--- src/rtl/rv32i_types.sv ---
// rtl/rv32i_types.sv - shared fetch-stage types: FSM states and queue entry layout
package rv32i_types;

  localparam int DEFAULT_XLEN = 32;

  // IDLE: nothing outstanding; REQ: response will be queued; REQ_DROP: response will be discarded
  typedef enum logic [1:0] {
    IDLE     = 2'd0,
    REQ      = 2'd1,
    REQ_DROP = 2'd2
  } fetch_state_t;

  typedef struct packed {
    logic [DEFAULT_XLEN-1:0] pc;
    logic [DEFAULT_XLEN-1:0] instr;
  } fetch_entry_t;

endpackage

--- src/rtl/fetch_queue_unit_fifo.sv ---
// rtl/fetch_queue_unit_fifo.sv - DEPTH-entry circular buffer with push, pop, flush and occupancy
module fetch_fifo
  import rv32i_types::*;
#(
  parameter int  DEPTH   = 4,
  parameter type entry_t = fetch_entry_t
) (
  input  logic                       clk,
  input  logic                       rst_n,
  input  logic                       i_push,
  input  entry_t                     i_push_data,
  input  logic                       i_pop,
  input  logic                       i_flush,
  output entry_t                     o_head,
  output logic [$clog2(DEPTH):0]     o_count,
  output logic                       o_empty,
  output logic                       o_full
);

  localparam int            AW       = $clog2(DEPTH);
  localparam logic [AW:0]   FULL_CNT = (AW+1)'(DEPTH);
  localparam logic [AW:0]   CNT_ONE  = (AW+1)'(1);
  localparam logic [AW-1:0] PTR_ONE  = AW'(1);

  entry_t        r_mem [DEPTH];
  logic [AW-1:0] r_rptr;
  logic [AW-1:0] r_wptr;
  logic [AW:0]   r_count;
  logic          w_do_push;
  logic          w_do_pop;

  // A pop frees a slot in the same cycle, so a push into a full queue is legal alongside a pop
  assign w_do_pop  = i_pop && (r_count != '0);
  assign w_do_push = i_push && ((r_count != FULL_CNT) || w_do_pop);

  // Pointers and occupancy; flush takes precedence over any push or pop in the same cycle
  always_ff @(posedge clk) begin
    if (!rst_n) begin
      r_rptr  <= '0;
      r_wptr  <= '0;
      r_count <= '0;
    end else if (i_flush) begin
      r_rptr  <= '0;
      r_wptr  <= '0;
      r_count <= '0;
    end else begin
      if (w_do_push) r_wptr <= r_wptr + PTR_ONE;
      if (w_do_pop)  r_rptr <= r_rptr + PTR_ONE;
      case ({w_do_push, w_do_pop})
        2'b10:   r_count <= r_count + CNT_ONE;
        2'b01:   r_count <= r_count - CNT_ONE;
        default: r_count <= r_count;
      endcase
    end
  end

  // Entry storage; cleared on reset so the head reads as zero until the first push
  always_ff @(posedge clk) begin
    if (!rst_n) begin
      for (int i = 0; i < DEPTH; i++) r_mem[i] <= '0;
    end else if (w_do_push && !i_flush) begin
      r_mem[r_wptr] <= i_push_data;
    end
  end

  assign o_head  = r_mem[r_rptr];
  assign o_count = r_count;
  assign o_empty = (r_count == '0);
  assign o_full  = (r_count == FULL_CNT);

endmodule

--- src/rtl/fetch_queue_unit.sv ---
// rtl/fetch_queue_unit.sv - instruction fetch front end: PC, single-outstanding I-cache request, fetch queue
module fetch_queue_unit
  import rv32i_types::*;
#(
  parameter int              XLEN     = 32,
  parameter int              DEPTH    = 4,
  parameter logic [XLEN-1:0] RESET_PC = 32'h4000_0060
) (
  input  logic            clk,
  input  logic            rst_n,
  input  logic            redirect_valid,
  input  logic [XLEN-1:0] redirect_pc,
  input  logic            redirect_jalr,
  output logic            imem_read,
  output logic [XLEN-1:0] imem_address,
  input  logic            imem_resp,
  input  logic [XLEN-1:0] imem_rdata,
  output logic            id_valid,
  input  logic            id_ready,
  output logic [XLEN-1:0] id_pc,
  output logic [XLEN-1:0] id_instr,
  output logic [XLEN-1:0] id_pc_next
);

  localparam int          AW       = $clog2(DEPTH);
  localparam logic [AW:0] LAST_CNT = (AW+1)'(DEPTH - 1);

  typedef struct packed {
    logic [XLEN-1:0] pc;
    logic [XLEN-1:0] instr;
  } q_entry_t;

  fetch_state_t    r_state;
  fetch_state_t    w_state_next;
  logic [XLEN-1:0] r_fetch_pc;
  logic [XLEN-1:0] w_fetch_pc_next;
  logic [XLEN-1:0] r_req_addr;
  logic [XLEN-1:0] w_req_addr_next;
  logic [XLEN-1:0] w_target;
  logic [XLEN-1:0] w_pc_plus4;
  logic            w_issue;
  logic            w_push;
  logic            w_flush;
  logic            w_pop;
  logic            w_can_issue;
  logic            w_room_after_push;
  logic [AW:0]     w_count;
  logic [AW:0]     w_count_next;
  logic            w_empty;
  logic            w_full;
  q_entry_t        w_head;
  q_entry_t        w_push_data;

  assign w_target     = redirect_jalr ? {redirect_pc[XLEN-1:1], 1'b0} : redirect_pc;
  assign w_pc_plus4   = r_fetch_pc + XLEN'(4);
  assign w_pop        = id_valid && id_ready;
  assign w_count_next = w_count - (AW+1)'(w_pop);

  // Issue only with a free slot after this cycle's pop; held off while reset is asserted
  assign w_can_issue       = rst_n && (!w_full || w_pop);
  assign w_room_after_push = (w_count_next < LAST_CNT);
  assign w_push_data       = '{pc: r_fetch_pc, instr: imem_rdata};

  // Next-state, PC and queue control; a redirect overrides everything, including a same-cycle response
  always_comb begin
    w_state_next    = r_state;
    w_fetch_pc_next = r_fetch_pc;
    w_req_addr_next = r_req_addr;
    w_issue         = 1'b0;
    w_push          = 1'b0;
    w_flush         = 1'b0;
    if (redirect_valid) begin
      w_flush         = 1'b1;
      w_fetch_pc_next = w_target;
      if (r_state == IDLE || imem_resp) w_state_next = IDLE;
      else                              w_state_next = REQ_DROP;
    end else begin
      case (r_state)
        IDLE: begin
          if (w_can_issue) begin
            w_issue         = 1'b1;
            w_req_addr_next = r_fetch_pc;
            w_state_next    = REQ;
          end
        end
        REQ: begin
          if (imem_resp) begin
            w_push          = 1'b1;
            w_fetch_pc_next = w_pc_plus4;
            if (w_room_after_push) begin
              w_req_addr_next = w_pc_plus4;
              w_state_next    = REQ;
            end else begin
              w_state_next    = IDLE;
            end
          end
        end
        REQ_DROP: begin
          if (imem_resp) w_state_next = IDLE;
        end
        default: w_state_next = IDLE;
      endcase
    end
  end

  // FSM state, fetch PC and the latched request address the cache sees while waiting
  always_ff @(posedge clk) begin
    if (!rst_n) begin
      r_state    <= IDLE;
      r_fetch_pc <= RESET_PC;
      r_req_addr <= '0;
    end else begin
      r_state    <= w_state_next;
      r_fetch_pc <= w_fetch_pc_next;
      r_req_addr <= w_req_addr_next;
    end
  end

  assign imem_read    = w_issue || (r_state != IDLE);
  assign imem_address = (r_state == IDLE) ? r_fetch_pc : r_req_addr;

  fetch_fifo #(
    .DEPTH   (DEPTH),
    .entry_t (q_entry_t)
  ) u_fifo (
    .clk         (clk),
    .rst_n       (rst_n),
    .i_push      (w_push),
    .i_push_data (w_push_data),
    .i_pop       (w_pop),
    .i_flush     (w_flush),
    .o_head      (w_head),
    .o_count     (w_count),
    .o_empty     (w_empty),
    .o_full      (w_full)
  );

  assign id_valid   = !w_empty;
  assign id_pc      = w_head.pc;
  assign id_instr   = w_head.instr;
  assign id_pc_next = w_head.pc + XLEN'(4);

endmodule

--- config.mk ---
export PLATFORM = sky130hd
export DESIGN_NAME = fetch_queue_unit
export DESIGN_NICKNAME = d
export VERILOG_FILES = /design/src/rtl/rv32i_types.sv /design/src/rtl/fetch_queue_unit_fifo.sv /design/src/rtl/fetch_queue_unit.sv
export SDC_FILE = /design/constraint.sdc
export NUM_CORES = 1
export LEC_CHECK = 0
export BUFFER_PORTS_ARGS = -buffer_cell sky130_fd_sc_hd__buf_2
export CAP_MARGIN = 20
export CORE_MARGIN = 1
export CORE_UTILIZATION = 63
export DETAILED_ROUTE_END_ITERATION = 6
export PLACE_DENSITY_LB_ADDON = 0.2
export RECOVER_POWER = 25
export SKIP_LAST_GASP = 1
export SLEW_MARGIN = 5
export SYNTH_ARGS = -nofsm -noshare
export SYNTH_HDL_FRONTEND = slang
export SYNTH_SLANG_ARGS = --single-unit
--- constraint.sdc ---
create_clock -name clk -period 10.3 [get_ports clk]
set_input_delay 1.03 -clock clk [delete_from_list [all_inputs] [get_ports clk]]
set_output_delay 1.03 -clock clk [all_outputs]
set_load 0.02 [all_outputs]
==> metrics.csv, run 1 <==
stage;metric;value;unit
outcome;status;finished with violations;
outcome;violations;DRC, capacitance limit, slew limit;
detailed_routing;drt-initial-drc-count;1012;
placement;io_buffers;199;
timing;finalCritPeriodShare;0.619;
power;pwr-share-clk;0.416;
floorplan;core-area;23800;sq um
critical_path;critPathSlowestCell;clkbuf_1;
power;pwr-share-seq;0.509;
grt;antenna_found_initial;0;
clocking;post_cts_buffers;0;
clocking;clk_path_buf_depth;3;
critical_path;arrival;6.73;ns
grt;grt-ovfl-total;0;
power;p_leak;6.93;nW
timing;tightest_slew;3.54;ns
synthesis;yosysWarnings;0;
detailed_routing;drt_wl_total;35400;um
critical_path;critPathCaptureType;flop;
critical_path;crit_path_start_kind;input pin;
finish;layout.nets;1510;
critical_path;critPathKind;input pin to flop;
floorplan;die_h;159;um
clocking;clock-sinks;331;
timing;finClkSkew;0.0122;ns
clocking;cts_htree_levels;2;
power;powerDensity;170;nW/um^2
run;cap_violations;9;
grt;grt_pass1_vias;10429;
power;power.internal;2.33;mW
synthesis;ys.flop_type;edfxtp_1;
critical_path;rr_worst_depth;5;
synthesis;syn-num-nets;1352;
synthesis;syn-instance-count;1277;
floorplan;die_w;159;um
clocking;cts_buffers;35;
detailed_routing;vias;10611;
timing;maxSlewViolCount;388;
floorplan;dieArea;25200;sq um
grt;grt_max_degree;65;
timing;setup_violations;0;
synthesis;synth_edf_count;256;
floorplan;rows;56;
clocking;post_cts_resized;0;
floorplan;num_io_pins;200;
detailed_routing;ant_nets;0;
finish;n_antenna_cell;0;
timing;hold_viol_final;0;
placement;dp_hpwl;21600;um
timing;fmax;0.157;GHz
worst_hold_path;min_path_cells;2;
floorplan;initial_utilization;0.651;
grt;grt_pass1_wl;55800;um
synthesis;ys_types;54;
worst_hold_path;worstHoldPathType;flop to flop;
critical_path;rrSetupSlack;5.43;ns
detailed_routing;wl_per_cell;19.9;um
placement;globalplace.congestion;0.844;
power;pwr-share-comb;0.075;
detailed_routing;viasPerCell;5.96;
timing;fin_tns_setup;0;ns
synthesis;ys_ff_latch;331;
clocking;postCtsHoldBufs;0;
worst_hold_path;hold_end;r_req_addr[0];
critical_path;max_stage_delay;2.49;ns
grt;grt_use_total;0.283;
clocking;cts-root-buf;clkbuf_16;
clocking;clock_latency;0.51;ns
detailed_routing;drt_pass1_iterations;7;
timing;min_period;6.38;ns
power;swShare;0.226;
clocking;cts_tree;done;
critical_path;required;10.65;ns
timing;max_slew_margin;-1.36;
synthesis;syn_area;15500;sq um
critical_path;reg2reg_to;u_fifo.r_mem[1][26];
finish;areaGrowthSynthToFinish;14.3;%
synthesis;post_synth.cell_area_avg;12.1;sq um
critical_path;path_max_fanout;64;
critical_path;worstPathCellList;clkbuf_1, nand2_1, nor3_4, clkbuf_1, nand2_1, nor2_1;
detailed_routing;drc;1;
critical_path;r2r-start;r_state[0];
critical_path;path_buf_inv;2;
clocking;cts.clk_slew.worst_paths;0.06;ns
power;p_sw;0.682;mW
finish;fin_util;0.744;
timing;rsz0062_at_grt;no;
worst_hold_path;min_from;r_req_addr[0];
synthesis;synthArstFlopShare;0;
finish;layout-drive-gt1-share;0.222;
critical_path;cpLargestDelayFamily;buffers and inverters;
power;ir_drop;0.133;mV
synthesis;yosysSeqAreaShare;0.594;
[worst min-delay path, delay by kind of cell, from the launching register on]
| kind | cells | cell delay, ns |
|---|---|---|
| DFF | 1 | 0.32 |
| muxes | 1 | 0.06 |
| and+or+nand+nor | 1 | 0.08 |
[how the worst max path moves through the flow]
stage,slack (ns),start,cells after the start,endpoint
final,3.92,rst_n,6,u_fifo.r_mem[1][26]
after global routing,3.47,flop,7,id_pc_next[27]
after CTS,5.13,flop,7,id_pc_next[27]
after detailed placement,5.67,flop,7,id_pc_next[27]
after global placement,5.74,flop,7,id_pc_next[29]
after floorplan,3.59,imem_resp,3,u_fifo.r_mem[0][0]
[routing by layer]
| metal | global-route usage | up-vias | part of all wire |
|---|---|---|---|
| met5 | 0 | - | 0 |
| met4 | 0.0799 | 0 | 0.019 |
| met3 | 0.0434 | 52 | 0.085 |
| met2 | 0.445 | 480 | 0.47 |
| met1 | 0.411 | 5195 | 0.43 |
| li1 | - | 4884 | - |
[state kept, by name (all words and copies together), names as in the netlist, named ones only]
| signal | cells |
|---|---|
| u_fifo.o_count | 3 |
| u_fifo.r_wptr | 2 |
| u_fifo.r_rptr | 2 |
| u_fifo.r_mem | 256 |
| r_fetch_pc | 32 |
| r_state | 2 |
| r_req_addr | 32 |
[power by group through the flow]
| stage | Sequential (mW) | Combinational, mW | Clock, mW |
|---|---|---|---|
| after detailed placement | 1.56 | 0.228 | 0 |
| final | 1.53 | 0.226 | 1.25 |
| after global placement | 1.55 | 0.226 | 0 |
| after global routing | 1.54 | 0.242 | 1.32 |
| after floorplan | 1.54 | 0.166 | 0 |
| after CTS | 1.53 | 0.230 | 1.27 |
[area by class of cell]
| cell class | instances | area (sq um) |
|---|---|---|
| Clock buffer | 50 | 1000 |
| Clock inverter | 13 | 146 |
| Fill cell | 1533 | 6070 |
| Inverter | 73 | 274 |
| Multi-Input combinational cell | 779 | 5610 |
| Sequential cell | 331 | 9190 |
| Tap cell | 319 | 399 |
| Timing Repair Buffer | 215 | 1060 |
[placed cells by master, fill, tap and decap left out, drive strengths merged, types with 13 or more instances in the layout]
cell and n:
o21ai 53, nor2 210, a21oi 29, and2 39, edfxtp 256, mux4 64, nor3 18, nand3 25
nand2 98, xnor2 36, clkbuf 86, or3 18, nand4 29, mux2 32, inv 72, dfxtp 75
a211oi 13, buf 179, xor2 40
[synth_stat cells, types with 2 or more instances]
library cell,number,share of area
a211oi_1,13,0.0063
nand3b_1,2,0.00097
or3_1,17,0.0069
buf_6,2,0.0015
xnor2_1,36,0.020
mux2i_1,10,0.0065
mux4_2,56,0.082
and2_1,39,0.016
nor3_2,2,0.0013
buf_1,4,0.00097
dfxtp_1,75,0.097
a311oi_1,5,0.0028
mux4_1,8,0.014
o21ai_0,53,0.017
or2_2,3,0.0012
nor2_1,210,0.051
mux2_2,32,0.023
clkbuf_1,66,0.016
a31oi_1,11,0.0044
ha_1,4,0.0032
nand2_1,98,0.024
o211ai_1,2,0.00097
buf_4,3,0.0015
a21oi_1,29,0.0094
nor2b_1,2,0.00081
edfxtp_1,256,0.50
and4_1,5,0.0028
nand4_2,2,0.0016
nor4_2,3,0.0024
nor4_1,4,0.0016
and3_1,8,0.0032
xor2_1,40,0.023
nand4_1,26,0.011
nand3_1,25,0.0081
inv_1,72,0.017
buf_2,17,0.0055
nand2b_1,5,0.0020
nor3_1,16,0.0052
[per-stage QoR]
stage	hold WS [ns]	cells	power [mW]	setup slack, ns	cell area [sq um]
4_1_cts	0.500	1780	3.03	5.13	17800
5_1_grt	0.520	1780	3.10	3.47	17700
6_report	0.493	1780	3.01	3.92	17700
2_1_floorplan	0.456	1277	1.70	3.59	15500
3_3_place_gp	0.473	1717	1.78	5.74	16600
3_5_place_dp	0.489	1717	1.79	5.67	16600
[cells by family (layout without fill, tap and decap cells)]
group           Yosys count  count (layout)  synth area share
fa+ha+maj                 5               5           0.00453
buf+inv                 167             351            0.0447
xor+xnor                 76              76            0.0430
flops                   331             331             0.594
simple gates            475             475             0.145
compound gates          117             117            0.0434
mux                     106             106             0.125
No activity file was read; power rests on OpenSTA's default activity.
==> inputs of run 2 (changes only) <==
--- a/config.mk
+++ b/config.mk
@@ -5,10 +5,11 @@
 export SDC_FILE = /design/constraint.sdc
 export NUM_CORES = 1
 export LEC_CHECK = 0
+export ABC_AREA = 1
 export BUFFER_PORTS_ARGS = -buffer_cell sky130_fd_sc_hd__buf_2
 export CAP_MARGIN = 20
 export CORE_MARGIN = 1
-export CORE_UTILIZATION = 63
+export CORE_UTILIZATION = 53
 export DETAILED_ROUTE_END_ITERATION = 6
 export PLACE_DENSITY_LB_ADDON = 0.2
 export RECOVER_POWER = 25
==> constraint.sdc (replaced) <==
create_clock -name clk -period 5.2 [get_ports clk]
set_input_delay 0.52 -clock clk [delete_from_list [all_inputs] [get_ports clk]]
set_output_delay 0.52 -clock clk [all_outputs]
set_load 0.02 [all_outputs]
==> metrics.csv, run 2 <==
stage;metric;value;unit;change
detailed_routing;viasPerCell;5.47;;-8.2%
floorplan;die_w;181;um;+14%
timing;maxSlewViolCount;103;;-73%
power;pwr-share-seq;0.481;;-0.028
placement;globalplace.congestion;0.941;;+11%
placement;placed_cells;2619;;+53%
synthesis;yosysWarnings;0;;unchanged
synthesis;synthTopCellsByArea;edfxtp_1 (45%), nand2_1 (13%), dfxtp_1 (8.9%), nor2_1 (8.3%), o21ai_0 (4.9%);;
floorplan;core-area;31600;sq um;+33%
timing;setup_violations;0;;unchanged
synthesis;yosys-top-cells-count;nand2_1 (581), nor2_1 (375), edfxtp_1 (256);;
finish;largestRegisters;u_fifo.r_mem: 256 flops, r_fetch_pc: 32 flops, r_req_addr: 32 flops;;
finish;layout-drive-gt1-share;0.147;;-0.0745
synthesis;yosysSeqAreaShare;0.542;;-0.0520
finish;seq_area;9190;sq um;about the same
clocking;clk_path_buf_depth;3;;unchanged
synthesis;synthArstFlopShare;0;;unchanged
synthesis;post_synth.cell_area_avg;8.06;sq um;-33%
critical_path;crit_path_start_kind;flop;;
grt;grt_pass1_vias;13900;;+33%
finish;multi_input_comb_area;6550;sq um;+17%
finish;final_cells;2684;;+51%
power;p_leak;8.17;nW;+18%
timing;fin_tns_setup;0;ns;unchanged
synthesis;synth_top_area_frac;0.453;;-0.0435
floorplan;dieArea;32700;sq um;+30%
power;powerDensity;323;nW/um^2;+89%
synthesis;syn-num-nets;2179;;+61%
clocking;post_cts_resized;0;;unchanged
power;p_sw;1.53;mW;+120%
detailed_routing;ant_nets;0;;unchanged
finish;top_register;u_fifo.r_mem;;
critical_path;critPathKind;flop to flop;;
floorplan;die_h;181;um;+14%
synthesis;ys_ff_latch;331;;unchanged
finish;n_antenna_cell;0;;unchanged
finish;areaGrowthSynthToFinish;14.1;%;
clocking;clock-sinks;331;;unchanged
critical_path;critPathCaptureType;flop;;
clocking;clock_latency;0.52;ns;about the same
synthesis;ys.flop_type;edfxtp_1;;
power;power.internal;4.71;mW;+100%
floorplan;initial_utilization;0.537;;-0.114
timing;finalCritPeriodShare;0.793;;
floorplan;num_io_pins;200;;unchanged
run;cap_violations;2;;-7
synthesis;syn_area;17000;sq um;+9.6%
power;swShare;0.245;;+0.0186
outcome;status;finished with violations;;
timing;hold_viol_final;0;;unchanged
clocking;cts_buffers;36;;+2.9%
clocking;cts.clk_slew.worst_paths;0.06;ns;about the same
detailed_routing;vias;14694;;+38%
critical_path;rr_worst_depth;12;;+7
timing;max_slew_margin;-0.161;;+1.20
detailed_routing;drt_pass1_iterations;5;;-2
power;pwr-share-clk;0.429;;+0.013
finish;fin_util;0.613;;-0.131
timing;finClkSkew;0.0252;ns;+0.0130 ns
critical_path;arrival;4.45;ns;-2.28 ns
clocking;cts-root-buf;clkbuf_16;;
clocking;post_cts_buffers;0;;unchanged
finish;final_common_cell;nand2_1;;
synthesis;synth_top_cell_by_area;edfxtp_1;;
worst_hold_path;min_path_cells;3;;+1
synthesis;synth.most_common_cell;nand2_1;;
grt;grt_pass1_wl;74400;um;+33%
finish;largest_register_ffs;256;;unchanged
detailed_routing;drt-initial-drc-count;1396;;+38%
detailed_routing;drc;0;;-1
placement;dp_hpwl;30700;um;+42%
critical_path;critPathSlowestCell;clkbuf_1;;
critical_path;path_max_fanout;33;;-48%
critical_path;worstPathCellList;inv_1, nor2_1, nand2_1, nor2_1, inv_1, nor2_4, clkbuf_1, inv_1, buf_4, nor2_2, inv_2, nor2_1;;
floorplan;rows;65;;+16%
finish;mostFrequentLayoutCells;nand2_1 (579), nor2_1 (382), edfxtp_1 (256);;
clocking;cts_tree;done;;
grt;grt_use_total;0.289;;+0.00611
placement;io_buffers;199;;unchanged
timing;rsz0062_at_grt;no;;
clocking;cts_htree_levels;2;;unchanged
synthesis;synth_edf_count;256;;unchanged
timing;tightest_slew;1.74;ns;-1.79 ns
detailed_routing;drt_wl_total;47400;um;+34%
synthesis;ys_types;39;;-28%
grt;grt-ovfl-total;0;;unchanged
finish;layout.nets;2330;;+54%
detailed_routing;wl_per_cell;17.7;um;-11%
timing;fmax;0.242;GHz;
outcome;violations;capacitance limit, slew limit;;
critical_path;max_stage_delay;0.99;ns;-1.50 ns
critical_path;required;5.53;ns;-5.12 ns
worst_hold_path;worstHoldPathType;input pin to flop;;
finish;nFillCells;2860;;+87%
grt;antenna_found_initial;0;;unchanged
power;ir_drop;0.238;mV;+79%
power;pwr-share-comb;0.090;;+0.015
clocking;postCtsHoldBufs;0;;unchanged
grt;grt_max_degree;94;;+45%
timing;min_period;4.12;ns;
synthesis;syn-instance-count;2104;;+65%
## run 2: critical path, delay by kind of cell (launching register included)
| kind | cells | cell delay, ns |
|---|---|---|
| buffers and inverters | 6 | 2.73 |
| and+or+nand+nor | 6 | 0.79 |
| DFF | 1 | 0.37 |
## run 2: routing by layer
| metal | part of all wire | track usage |
|---|---|---|
| met1 | 0.43 | 0.405 |
| met2 | 0.46 | 0.465 |
| met3 | 0.084 | 0.0429 |
| met4 | 0.024 | 0.0858 |
| met5 | 0 | 0 |
## run 2: area by class of cell
class / instances / area share
clock inverters: 25 / 0.0158
multi-input cells: 1480 / 0.339
flip-flops and latches: 331 / 0.475
inverters: 181 / 0.0353
well taps: 402 / 0.0260
clock buffers: 40 / 0.0484
repair buffers: 225 / 0.0607
## run 2: cells by family after synthesis
logic type	synth area share
compound gates	0.0926
xor+xnor	0.0139
fa+ha+maj	0.00413
buf+inv	0.0728
flops	0.542
mux	0.000590
simple gates	0.274
## run 2: path summary, 6_finish.rpt
check | endpoint | from | slack, ns
worst min-delay path | r_fetch_pc[30] | redirect_pc[30] | 0.27
worst max register to register | u_fifo.r_mem[0][62] | r_state[0] | 1.08
worst min register to register | r_req_addr[2] | r_req_addr[2] | 0.46
worst max-delay path | u_fifo.r_mem[0][62] | r_state[0] | 1.08
## run 2: per-stage QoR
stage | total power, mW | instance area, sq um | worst slack, ns | hold WS [ns]
4_1_cts | 6.27 | 19400 | 1.24 | 0.255
5_1_grt | 6.43 | 19300 | 0.801 | 0.291
3_3_place_gp | 3.61 | 18200 | 1.87 | 0.437
6_report | 6.24 | 19300 | 1.08 | 0.268
3_5_place_dp | 3.61 | 18200 | 1.80 | 0.450
2_1_floorplan | 3.41 | 17000 | -1.10 | 0.425
## run 2: power by group through the flow
stage | Clock (mW) | Sequential [mW] | Combinational [mW]
after floorplan | 0 | 3.05 | 0.359
after global placement | 0 | 3.05 | 0.555
after detailed placement | 0 | 3.05 | 0.560
after CTS | 2.70 | 3.00 | 0.563
after global routing | 2.80 | 3.01 | 0.615
final | 2.68 | 3.00 | 0.564
==> inputs of run 3 (changes only) <==
==> constraint.sdc (replaced) <==
create_clock -name clk -period 3.3 [get_ports clk]
set_input_delay 0.33 -clock clk [delete_from_list [all_inputs] [get_ports clk]]
set_output_delay 0.33 -clock clk [all_outputs]
set_load 0.02 [all_outputs]
==> metrics.csv, run 3 (synthesis results as in run 2) <==
stage;metric;value;unit;change
clocking;postCtsHoldBufs;0;;unchanged
run;cap_violations;1;;-1
outcome;status;finished with violations;;
timing;min_period;3.14;ns;
placement;io_buffers;199;;unchanged
grt;antenna_found_initial;0;;unchanged
timing;finalCritPeriodShare;0.952;;
timing;finClkSkew;0.0294;ns;+0.00420 ns
clocking;clock_latency;0.54;ns;+0.02 ns
clocking;clock-sinks;331;;unchanged
timing;rsz0062_at_grt;yes;;
floorplan;die_h;181;um;unchanged
detailed_routing;ant_nets;0;;unchanged
critical_path;critPathKind;flop to primary output;;
power;p_leak;8.22;nW;+0.62%
finish;fin_util;0.615;;+0.00170
critical_path;arrival;2.81;ns;-1.64 ns
critical_path;worstPathCellList;buf_4, nand2_1, nand2_1, nand2_1, nor2_1, nand2_1, nor2_2, nand2_1, nand2_1, nand2_1, buf_2;;
detailed_routing;drt_wl_total;48400;um;+2.2%
finish;n_antenna_cell;0;;unchanged
clocking;cts_tree;done;;
clocking;cts.clk_slew.worst_paths;0.06;ns;about the same
detailed_routing;vias;14911;;+1.5%
critical_path;crit_path_start_kind;flop;;
timing;maxSlewViolCount;49;;-52%
clocking;post_cts_resized;0;;unchanged
grt;grt_pass1_vias;14442;;+3.9%
timing;tightest_slew;1.51;ns;-0.235 ns
finish;layout-drive-gt1-share;0.152;;+0.00513
detailed_routing;drt-initial-drc-count;1644;;+18%
timing;max_slew_margin;-0.00455;;+0.157
clocking;clk_path_buf_depth;3;;unchanged
finish;final_area;19400;sq um;+0.28%
finish;final_common_cell;nand2_1;;
critical_path;critPathCaptureType;primary output;;
placement;placed_cells;2633;;+0.53%
finish;layout.nets;2345;;+0.64%
grt;grt_pass1_wl;76000;um;+2.1%
finish;areaGrowthSynthToFinish;14.4;%;
critical_path;cpMostUsedCell;nand2_1;;
floorplan;core-area;31600;sq um;unchanged
detailed_routing;drt_pass1_iterations;7;;+2
clocking;post_cts_buffers;0;;unchanged
outcome;violations;DRC, capacitance limit, slew limit;;
grt;grt-ovfl-total;0;;unchanged
floorplan;die_w;181;um;unchanged
placement;dp_hpwl;31800;um;+3.6%
placement;globalplace.congestion;0.993;;+5.5%
floorplan;initial_utilization;0.537;;unchanged
critical_path;path_buf_inv;2;;-4
critical_path;critPathSlowestCell;dfxtp_2;;
critical_path;path_max_fanout;32;;-3.0%
finish;final_cells;2699;;+0.56%
floorplan;dieArea;32700;sq um;unchanged
detailed_routing;wl_per_cell;17.9;um;+1.6%
grt;grt_max_degree;131;;+39%
detailed_routing;viasPerCell;5.52;;+0.91%
placement;place_area;18300;sq um;+0.89%
floorplan;num_io_pins;200;;unchanged
finish;largestRegisters;u_fifo.r_mem: 256 flops, r_fetch_pc: 32 flops, r_req_addr: 32 flops;;
timing;setup_violations;0;;unchanged
worst_hold_path;worstHoldPathType;input pin to flop;;
grt;grt_use_total;0.295;;+0.00588
critical_path;cpLargestDelayFamily;simple AND/OR/NAND/NOR gates;;
finish;mostFrequentLayoutCells;nand2_1 (579), nor2_1 (377), edfxtp_1 (256);;
finish;largest_register_ffs;256;;unchanged
floorplan;rows;65;;unchanged
finish;top_register;u_fifo.r_mem;;
finish;nFillCells;2872;;+0.42%
clocking;cts_htree_levels;2;;unchanged
critical_path;max_stage_delay;0.55;ns;-0.44 ns
power;powerDensity;492;nW/um^2;+53%
timing;hold_viol_final;0;;unchanged
clocking;cts_buffers;36;;unchanged
clocking;cts-root-buf;clkbuf_16;;
critical_path;required;2.97;ns;-2.56 ns
power;ir_drop;0.325;mV;+37%
detailed_routing;drc;2;;+2
timing;fmax;0.318;GHz;
==> run 3: area by class of cell <==
class	count	area, sq um	share of cell area
Tap cell	402	503	0.0259
Sequential cell	331	9190	0.474
Multi-Input combinational cell	1480	6540	0.337
Clock inverter	19	174	0.00896
Timing Repair Buffer	240	1340	0.0693
Inverter	181	687	0.0354
Clock buffer	46	960	0.0495
==> run 3: through the flow <==
step	setup TNS, ns	hold slack, ns	setup slack, ns	total power [mW]
final	0	0.0634	0.157	9.55
after global routing	-0.109	0.0614	-0.0385	9.85
after CTS	0	0.0481	0.0597	9.59
after detailed placement	0	0.441	0.631	5.71
after global placement	0	0.437	0.681	5.70
after floorplan	0	0.425	0.0963	5.36
==> run 3: worst reg2reg max path, cell delays in order, from the launching register on <==
cell and delay (ns):
dfxtp_1 0.35, inv_1 0.08, nor2_2 0.10, nand2_1 0.11
nor2_1 0.17, inv_2 0.12, nor2_1 0.81, nand2_1 0.19
nand2_2 0.12, buf_4 0.56
==> run 3: metal layers <==
metal	vias to the layer above	GRT usage	routed length, um
met5	-	0	0
met4	0	0.0950	1110
met3	77	0.0357	3730
met2	645	0.481	22400
met1	6995	0.409	21100
li1	7194	-	-
==> run 3: worst paths after layout <==
| path | from | endpoint | slack [ns] | cells past startpoint |
|---|---|---|---|---|
| max reg2reg | r_state[0] | u_fifo.r_mem[2][54] | 0.27 | 9 |
| min | redirect_pc[30] | r_fetch_pc[30] | 0.06 | 3 |
| max | flop | id_pc_next[31] | 0.16 | 11 |
| min reg2reg | r_req_addr[2] | r_req_addr[2] | 0.46 | 2 |
==> run 3: report_power, final <==
group	leakage (nW)	switching, mW	internal, mW	total [mW]
clock network	0.562	1.67	2.24	3.92
registers	3.26	0.0725	4.65	4.73
logic	4.40	0.659	0.246	0.905
total	8.22	2.41	7.14	9.55
